--- src/rtl/rr_mux_pkg.sv ---
// Shared definitions for the round-robin mux scheduler: widths, FSM encoding
// and the channel-index wrap helper.
package rr_mux_pkg;

    localparam int WIDTH_DEFAULT = 32;
    localparam int CH_W          = 2;
    localparam int N_CH          = 4;

    typedef enum logic [1:0] {
        ST_IDLE  = 2'd0,
        ST_GRANT = 2'd1,
        ST_OUT   = 2'd2
    } state_t;

    // Channel after ch, wrapping 3 -> 0 through the natural 2-bit overflow.
    function automatic logic [CH_W-1:0] next_ch(input logic [CH_W-1:0] ch);
        return ch + 2'd1;
    endfunction

endpackage

--- src/rtl/rr_pick4.sv ---
// Combinational round-robin picker: first full channel at or after ptr,
// searching with mod-4 wrap-around.
module rr_pick4
    import rr_mux_pkg::*;
(
    input  logic [N_CH-1:0] full,
    input  logic [CH_W-1:0] ptr,
    output logic [CH_W-1:0] winner,
    output logic            any
);

    logic [CH_W-1:0] w_idx;

    // Scan from the farthest offset down so the closest full channel wins last.
    always_comb begin
        winner = 2'd0;
        any    = 1'b0;
        w_idx  = 2'd0;
        for (int k = N_CH - 1; k >= 0; k--) begin
            w_idx  = ptr + CH_W'(k);
            winner = full[w_idx] ? w_idx : winner;
            any    = any | full[w_idx];
        end
    end

endmodule

--- src/rtl/rr_mux_scheduler.sv ---
// Four-channel round-robin scheduler driving an external 4-input select mux
// and capturing its result into a valid/ready output register.
module rr_mux_scheduler
    import rr_mux_pkg::*;
#(
    parameter int WIDTH = WIDTH_DEFAULT
) (
    input  logic             clk,
    input  logic             rst_n,
    input  logic [WIDTH-1:0] in_data0,
    input  logic [WIDTH-1:0] in_data1,
    input  logic [WIDTH-1:0] in_data2,
    input  logic [WIDTH-1:0] in_data3,
    input  logic [3:0]       in_valid,
    output logic [3:0]       in_ready,
    output logic [WIDTH-1:0] mux_in1,
    output logic [WIDTH-1:0] mux_in2,
    output logic [WIDTH-1:0] mux_in3,
    output logic [WIDTH-1:0] mux_in4,
    output logic             mux_sel1,
    output logic             mux_sel2,
    input  logic [WIDTH-1:0] mux_out,
    output logic [WIDTH-1:0] out_data,
    output logic [1:0]       out_chan,
    output logic             out_valid,
    input  logic             out_ready
);

    state_t          r_state;
    state_t          w_state_nxt;
    logic [N_CH-1:0] r_full;
    logic [WIDTH-1:0] r_hold [N_CH];
    logic [CH_W-1:0] r_ptr;
    logic [CH_W-1:0] r_sel;
    logic [CH_W-1:0] r_grant_ch;
    logic [WIDTH-1:0] r_out_data;
    logic [CH_W-1:0] r_out_chan;
    logic            r_out_valid;

    logic [WIDTH-1:0] w_in_data [N_CH];
    logic [N_CH-1:0]  w_load;
    logic [CH_W-1:0]  w_winner;
    logic             w_any;
    logic             w_grant_start;
    logic             w_capture;
    logic             w_release;

    assign w_in_data[0] = in_data0;
    assign w_in_data[1] = in_data1;
    assign w_in_data[2] = in_data2;
    assign w_in_data[3] = in_data3;

    assign w_load        = in_valid & ~r_full;
    assign w_grant_start = (r_state == ST_IDLE) && w_any;
    assign w_capture     = (r_state == ST_GRANT);
    assign w_release     = (r_state == ST_OUT) && out_ready;

    rr_pick4 u_pick (
        .full   (r_full),
        .ptr    (r_ptr),
        .winner (w_winner),
        .any    (w_any)
    );

    // FSM next-state decode.
    always_comb begin
        w_state_nxt = r_state;
        case (r_state)
            ST_IDLE:  w_state_nxt = w_any ? ST_GRANT : ST_IDLE;
            ST_GRANT: w_state_nxt = ST_OUT;
            ST_OUT:   w_state_nxt = out_ready ? ST_IDLE : ST_OUT;
            default:  w_state_nxt = ST_IDLE;
        endcase
    end

    // FSM state register.
    always_ff @(posedge clk) begin
        if (!rst_n) begin
            r_state <= ST_IDLE;
        end else begin
            r_state <= w_state_nxt;
        end
    end

    // Holding registers: load when empty, free the granted channel on capture.
    always_ff @(posedge clk) begin
        for (int i = 0; i < N_CH; i++) begin
            if (!rst_n) begin
                r_full[i] <= 1'b0;
                r_hold[i] <= {WIDTH{1'b0}};
            end else if (w_load[i]) begin
                r_full[i] <= 1'b1;
                r_hold[i] <= w_in_data[i];
            end else if (w_capture && (r_grant_ch == CH_W'(i))) begin
                r_full[i] <= 1'b0;
            end else begin
                r_full[i] <= r_full[i];
            end
        end
    end

    // Winner latch and pointer; the selects stay put until the next grant.
    always_ff @(posedge clk) begin
        if (!rst_n) begin
            r_sel      <= 2'd0;
            r_grant_ch <= 2'd0;
            r_ptr      <= 2'd0;
        end else if (w_grant_start) begin
            r_sel      <= w_winner;
            r_grant_ch <= w_winner;
        end else if (w_capture) begin
            r_ptr      <= next_ch(r_grant_ch);
        end else begin
            r_sel      <= r_sel;
        end
    end

    // Output register with valid/ready hold.
    always_ff @(posedge clk) begin
        if (!rst_n) begin
            r_out_data  <= {WIDTH{1'b0}};
            r_out_chan  <= 2'd0;
            r_out_valid <= 1'b0;
        end else if (w_capture) begin
            r_out_data  <= mux_out;
            r_out_chan  <= r_grant_ch;
            r_out_valid <= 1'b1;
        end else if (w_release) begin
            r_out_valid <= 1'b0;
        end else begin
            r_out_valid <= r_out_valid;
        end
    end

    assign in_ready  = ~r_full;
    assign mux_in1   = r_hold[0];
    assign mux_in2   = r_hold[1];
    assign mux_in3   = r_hold[2];
    assign mux_in4   = r_hold[3];
    assign mux_sel1  = r_sel[0];
    assign mux_sel2  = r_sel[1];
    assign out_data  = r_out_data;
    assign out_chan  = r_out_chan;
    assign out_valid = r_out_valid;

endmodule

--- config.mk ---
export PLATFORM = sky130hd
export DESIGN_NAME = rr_mux_scheduler
export DESIGN_NICKNAME = d
export VERILOG_FILES = /design/src/rtl/rr_mux_pkg.sv /design/src/rtl/rr_pick4.sv /design/src/rtl/rr_mux_scheduler.sv
export SDC_FILE = /design/constraint.sdc
export NUM_CORES = 1
export LEC_CHECK = 0
export BUFFER_PORTS_ARGS = -buffer_cell sky130_fd_sc_hd__buf_4
export CORE_MARGIN = 2
export CORE_UTILIZATION = 41
export DETAILED_ROUTE_END_ITERATION = 8
export PLACE_DENSITY = 0.77
export SYNTH_ARGS = -nofsm -noshare
export SYNTH_HDL_FRONTEND = slang
export SYNTH_SLANG_ARGS = --single-unit
--- constraint.sdc ---
create_clock -name clk -period 3.5 [get_ports clk]
set_clock_uncertainty 0.2 [all_clocks]
set_input_delay 0 -clock clk [delete_from_list [all_inputs] [get_ports clk]]
set_output_delay 0 -clock clk [all_outputs]
set_load 0.05 [all_outputs]
# Word level (Yosys, flattened, before mapping)
# Memories as Yosys holds them, arrays and structs flattened.
# Cells that the tools add are included.
# word_totals
wordCells	90
ff_bits	45
mem_bits_rw	128
memories	1
input_bits	167
# mem_list
name	words	word_bits	rd	rd_ports_with_merged_regs	wr	line	source
r_hold	4	32	4	0	4	rr_mux_scheduler.sv:32	logic [WIDTH-1:0] r_hold [N_CH];
# classes
bitwise	10
magnitude_cmp	4
eq_ne	5
n_mux	42
reduce_logical	14
n_addsub	4
# op_table
op	count
$mux W32	4
$mux W1	28
$lt A2 B3 Y1 const B	4
$mux W2	5
$reduce_bool A2 Y1	5
$bmux W1 S2	4
$or A1 B1 Y1	7
$eq A2 B2 Y1 const B	3
$logic_and A1 B1 Y1	6
$pmux W2 S3	1
$add A2 B1 Y2 const B	2
$add A2 B2 Y2 const B	2
$and A4 B4 Y4	1
$eq A2 B1 Y1 const B	2
$logic_not A2 Y1	2
$not A4 Y4	1
$reduce_and A2 Y1	1
$not A1 Y1	1

# Longest topological paths before layout
# depth
word_depth	9
ltp_mapped	5
ltp_nobuf	4

# Cells and area by module
# Synthesis repeated with hierarchy kept, for this count alone.
# hier_totals
cells_unflattened	492
area_unflattened_um2	6608.8
# modules_own_cells
module	n_inst	cells_per_inst	seq_area_each_um2	area_each_um2
rr_mux_scheduler	1	479	4744.6	6531.3
rr_pick4	1	13	0.0	77.6

# Worst setup path after synthesis
# No wires, ideal clock.
# synth_timing
path_type	register to register
startpoint	reg r_full[0]
endpoint	mem r_hold[0][0] (netlist bit), enable pin
required_time_ps	2834
slack_ps	183
stages_incl_launch_ff	2
arrival_time_ps	2652
n_path_buf	0
cell_sequence	dfxtp_1 o21ai_0
# synth_rtl
item	line	source
start, declared	rr_mux_scheduler.sv:31	logic [N_CH-1:0] r_full;
start signal, assigned by index	rr_mux_scheduler.sv:97	r_full[i] <= r_full[i];
end, declared	rr_mux_scheduler.sv:32	

# Worst setup path in the final report
# layout_timing
startpoint	reg r_state[0]
endpoint	reg r_out_data[20] (netlist: out_data[20])
# layout_via
elab_chain_len	1
# layout_rtl
item	line	source
start, declared	rr_mux_scheduler.sv:29	state_t r_state;
start signal, assigned	rr_mux_scheduler.sv:81	r_state <= w_state_nxt;
$eq A2 B1 Y1	rr_mux_scheduler.sv:55	assign w_capture = (r_state == ST_GRANT);
end signal, assigned	rr_mux_scheduler.sv:121	r_out_data <= {WIDTH{1'b0}};
end signal, assigned	rr_mux_scheduler.sv:125	r_out_data <= mux_out;
end, declared	rr_mux_scheduler.sv:36	logic [WIDTH-1:0] r_out_data;
# No other way between the ends.
# A chain may end at the register's enable or synchronous reset.

==> flow_summary.ini <==
[die]
die_w_um = 130
die_y_um = 130
placement_rows = 46
die_area_mm2 = 0.0169
coreArea_mm2 = 0.0157
start_util = 0.415
ios = 336

[yosys]
syn_inst = 486
synth-seq-cells = 173
ys_seq_area_frac = 0.727
synth.avg_cell_area_um2 = 13.4
mappedNetlistArea_mm2 = 0.00653
netlist.area_leader.share = 0.589
yosysWarningCount = 0
synth_area_leaders = edfxtp_1 (59%), dfxtp_1 (14%), and2_1 (12%)
syn_nets = 657
synth_cell_type_count = 29
synth_top_area_cell = edfxtp_1

[finish]
area_delta_synth_final_pct = 80.9
layout_commonest_cell = buf_4
nNetsFinal = 1186
fin_cells = 1244
drive_gt1_frac = 0.365
antennaDiodeCount = 0
layout_common_cells = buf_4 (341), dlygate4sd3_1 (195), and2_1 (128), edfxtp_1 (128), nand2_1 (75)

[setup_path]
path_buf_inv = 2
criticalPathCategory = register to register
slowest_delay_ns = 0.61
crit_path_top_delay_cell = nor2b_2
cp-start-kind = register
worstPathRequired_ns = 3.65
cp-end-kind = register
crit_arrival_ns = 2.70
cp_top_family = buffers and inverters
cp_max_fo = 25
crit_chain = nor2b_2 > buf_4 > nand2_1 > a21boi_1 > dlygate4sd3_1

[flow_run]
maxCapViolations = 0

[routing]
vias_per_cell = 4.59
drtIter0Drc = 346
route.vias.total = 5705
ant_nets = 0
drt_first_pass_iters = 4
drcViolationCount = 0
drt_wl_total_um = 21600
wl_per_cell_um = 17.4

[grt]
overflow = 0
use_met2 = 0.448
grt_use_met1 = 0.255
grt_max_degree = 54
grt.total_usage = 0.245
grt_pass1_vias = 6118
grt_first_pass_wirelength_um = 31400
antenna_found_initial = 0
use_met3 = 0.0795
busiest_layer = met2

[sta]
hold_slack_ns = 0.0655
setup_tns_ns = 0
rsz0062_at_grt = false
setup-violations-final = 0
tightestPinTransition_ns = 0.945
fin_crit_sh = 0.727
fmax_mhz = 393
layout_setup_ws_ns = 0.954
min_period_ns = 2.55
slew_headroom = 0.370
hold_viol = 0
slew_viol_final = 0

[placed_design]
dp_hpwl_um = 11700
place_ws_ns = 1.60
port_buffers = 335
dpl.cell_count = 1017
gp_congestion = 0.780

[cts]
cts_made_buffers = 17
cts_setup_buffers = 0
clkTransAtPathRegs_ns = 0.07
cts_sinks = 173
cts_resized = 0
root_buffer = clkbuf_16
clk_latency_ns = 0.42
cts_tree = built
clk_path_buf_depth = 2
cts_hold_buf = 195
cts.htree.levels = 4

[power]
power_density_mw_per_mm2 = 511
ir_drop_v = 0.000305
p_leak_uw = 0.00531

[outcome]
status = finished clean

[hold_path]
hold_path_class = input port to register
## layout make-up
class	instances	area, um2
clock buffer	18	429
clock inverter	14	151
fill	918	3910
inverter	11	41.3
multi-input combinational	276	1660
sequential	173	4740
tap	216	270
timing repair buffer	536	4510
## state kept, by name, summed over array words and instances, names as in the netlist
signal and cells:
r_full 4, r_grant_ch 2, r_ptr 2, out_data 32, r_state 2, out_valid 1, r_hold 128, out_chan 2
## worst min-delay path: cells and delay by family
kind,cells,cell delay [ns]
AO/OA/AOI/OAI,1,0.05
buffers and inverters,3,0.42
## routing by layer
layer,vias to the layer above,part of all wire
li1,2710,-
met1,2695,0.37
met2,246,0.52
met3,54,0.077
met4,0,0.035
met5,-,0
## worst paths after layout
path	from	to	slack, ns	cells past startpoint
worst max-delay path	r_state[0]	out_data[20]	0.95	5
worst max register to register	r_state[0]	out_data[20]	0.95	5
worst min register to register	out_chan[1]	out_chan[1]	0.27	2
worst min-delay path	in_valid[2]	r_hold[2][22]	0.07	4
## kinds of logic after synthesis
kind of cell             synth area share
AO/OA/AOI/OAI                      0.0594
adder cells (fa/ha/maj)           0.00767
buffers and inverters              0.0219
flip-flops                          0.727
multiplexers                      0.00307
AND/OR/NAND/NOR                     0.181
## power by group
group,switching (uW),internal (uW),leakage (uW)
logic,1030,613,0.00329
registers,98.2,2420,0.00175
clock network,773,1110,0.000272
total,1900,4140,0.00531
## per-stage QoR
stage	util	power, uW	cell area [um2]
after global routing	0.751	6230	11800
final	0.751	6040	11800
after CTS	0.751	6020	11800
after detailed placement	0.590	3960	9270
after floorplan	-	3450	6530
after global placement	0.590	3940	9270
## synthesized netlist by cell type, drive strengths merged
library cell and count:
buf 3, nor3 1, mux2i 2, dfxtp 45, o21a 1, nand2 75, nor4 1, o41ai 1
o211a 1, o21ai 4, edfxtp 128, a21oi 2, a21boi 35, nand2b 2, a311oi 1, or4b 1
o311ai 2, a31o 4, clkbuf 23, inv 11, nor2b 3, ha 4, and2 128, nor3b 1
and3 4, nor2 1, nand3b 1, o31ai 1
Power figures use the tool's default switching activity.
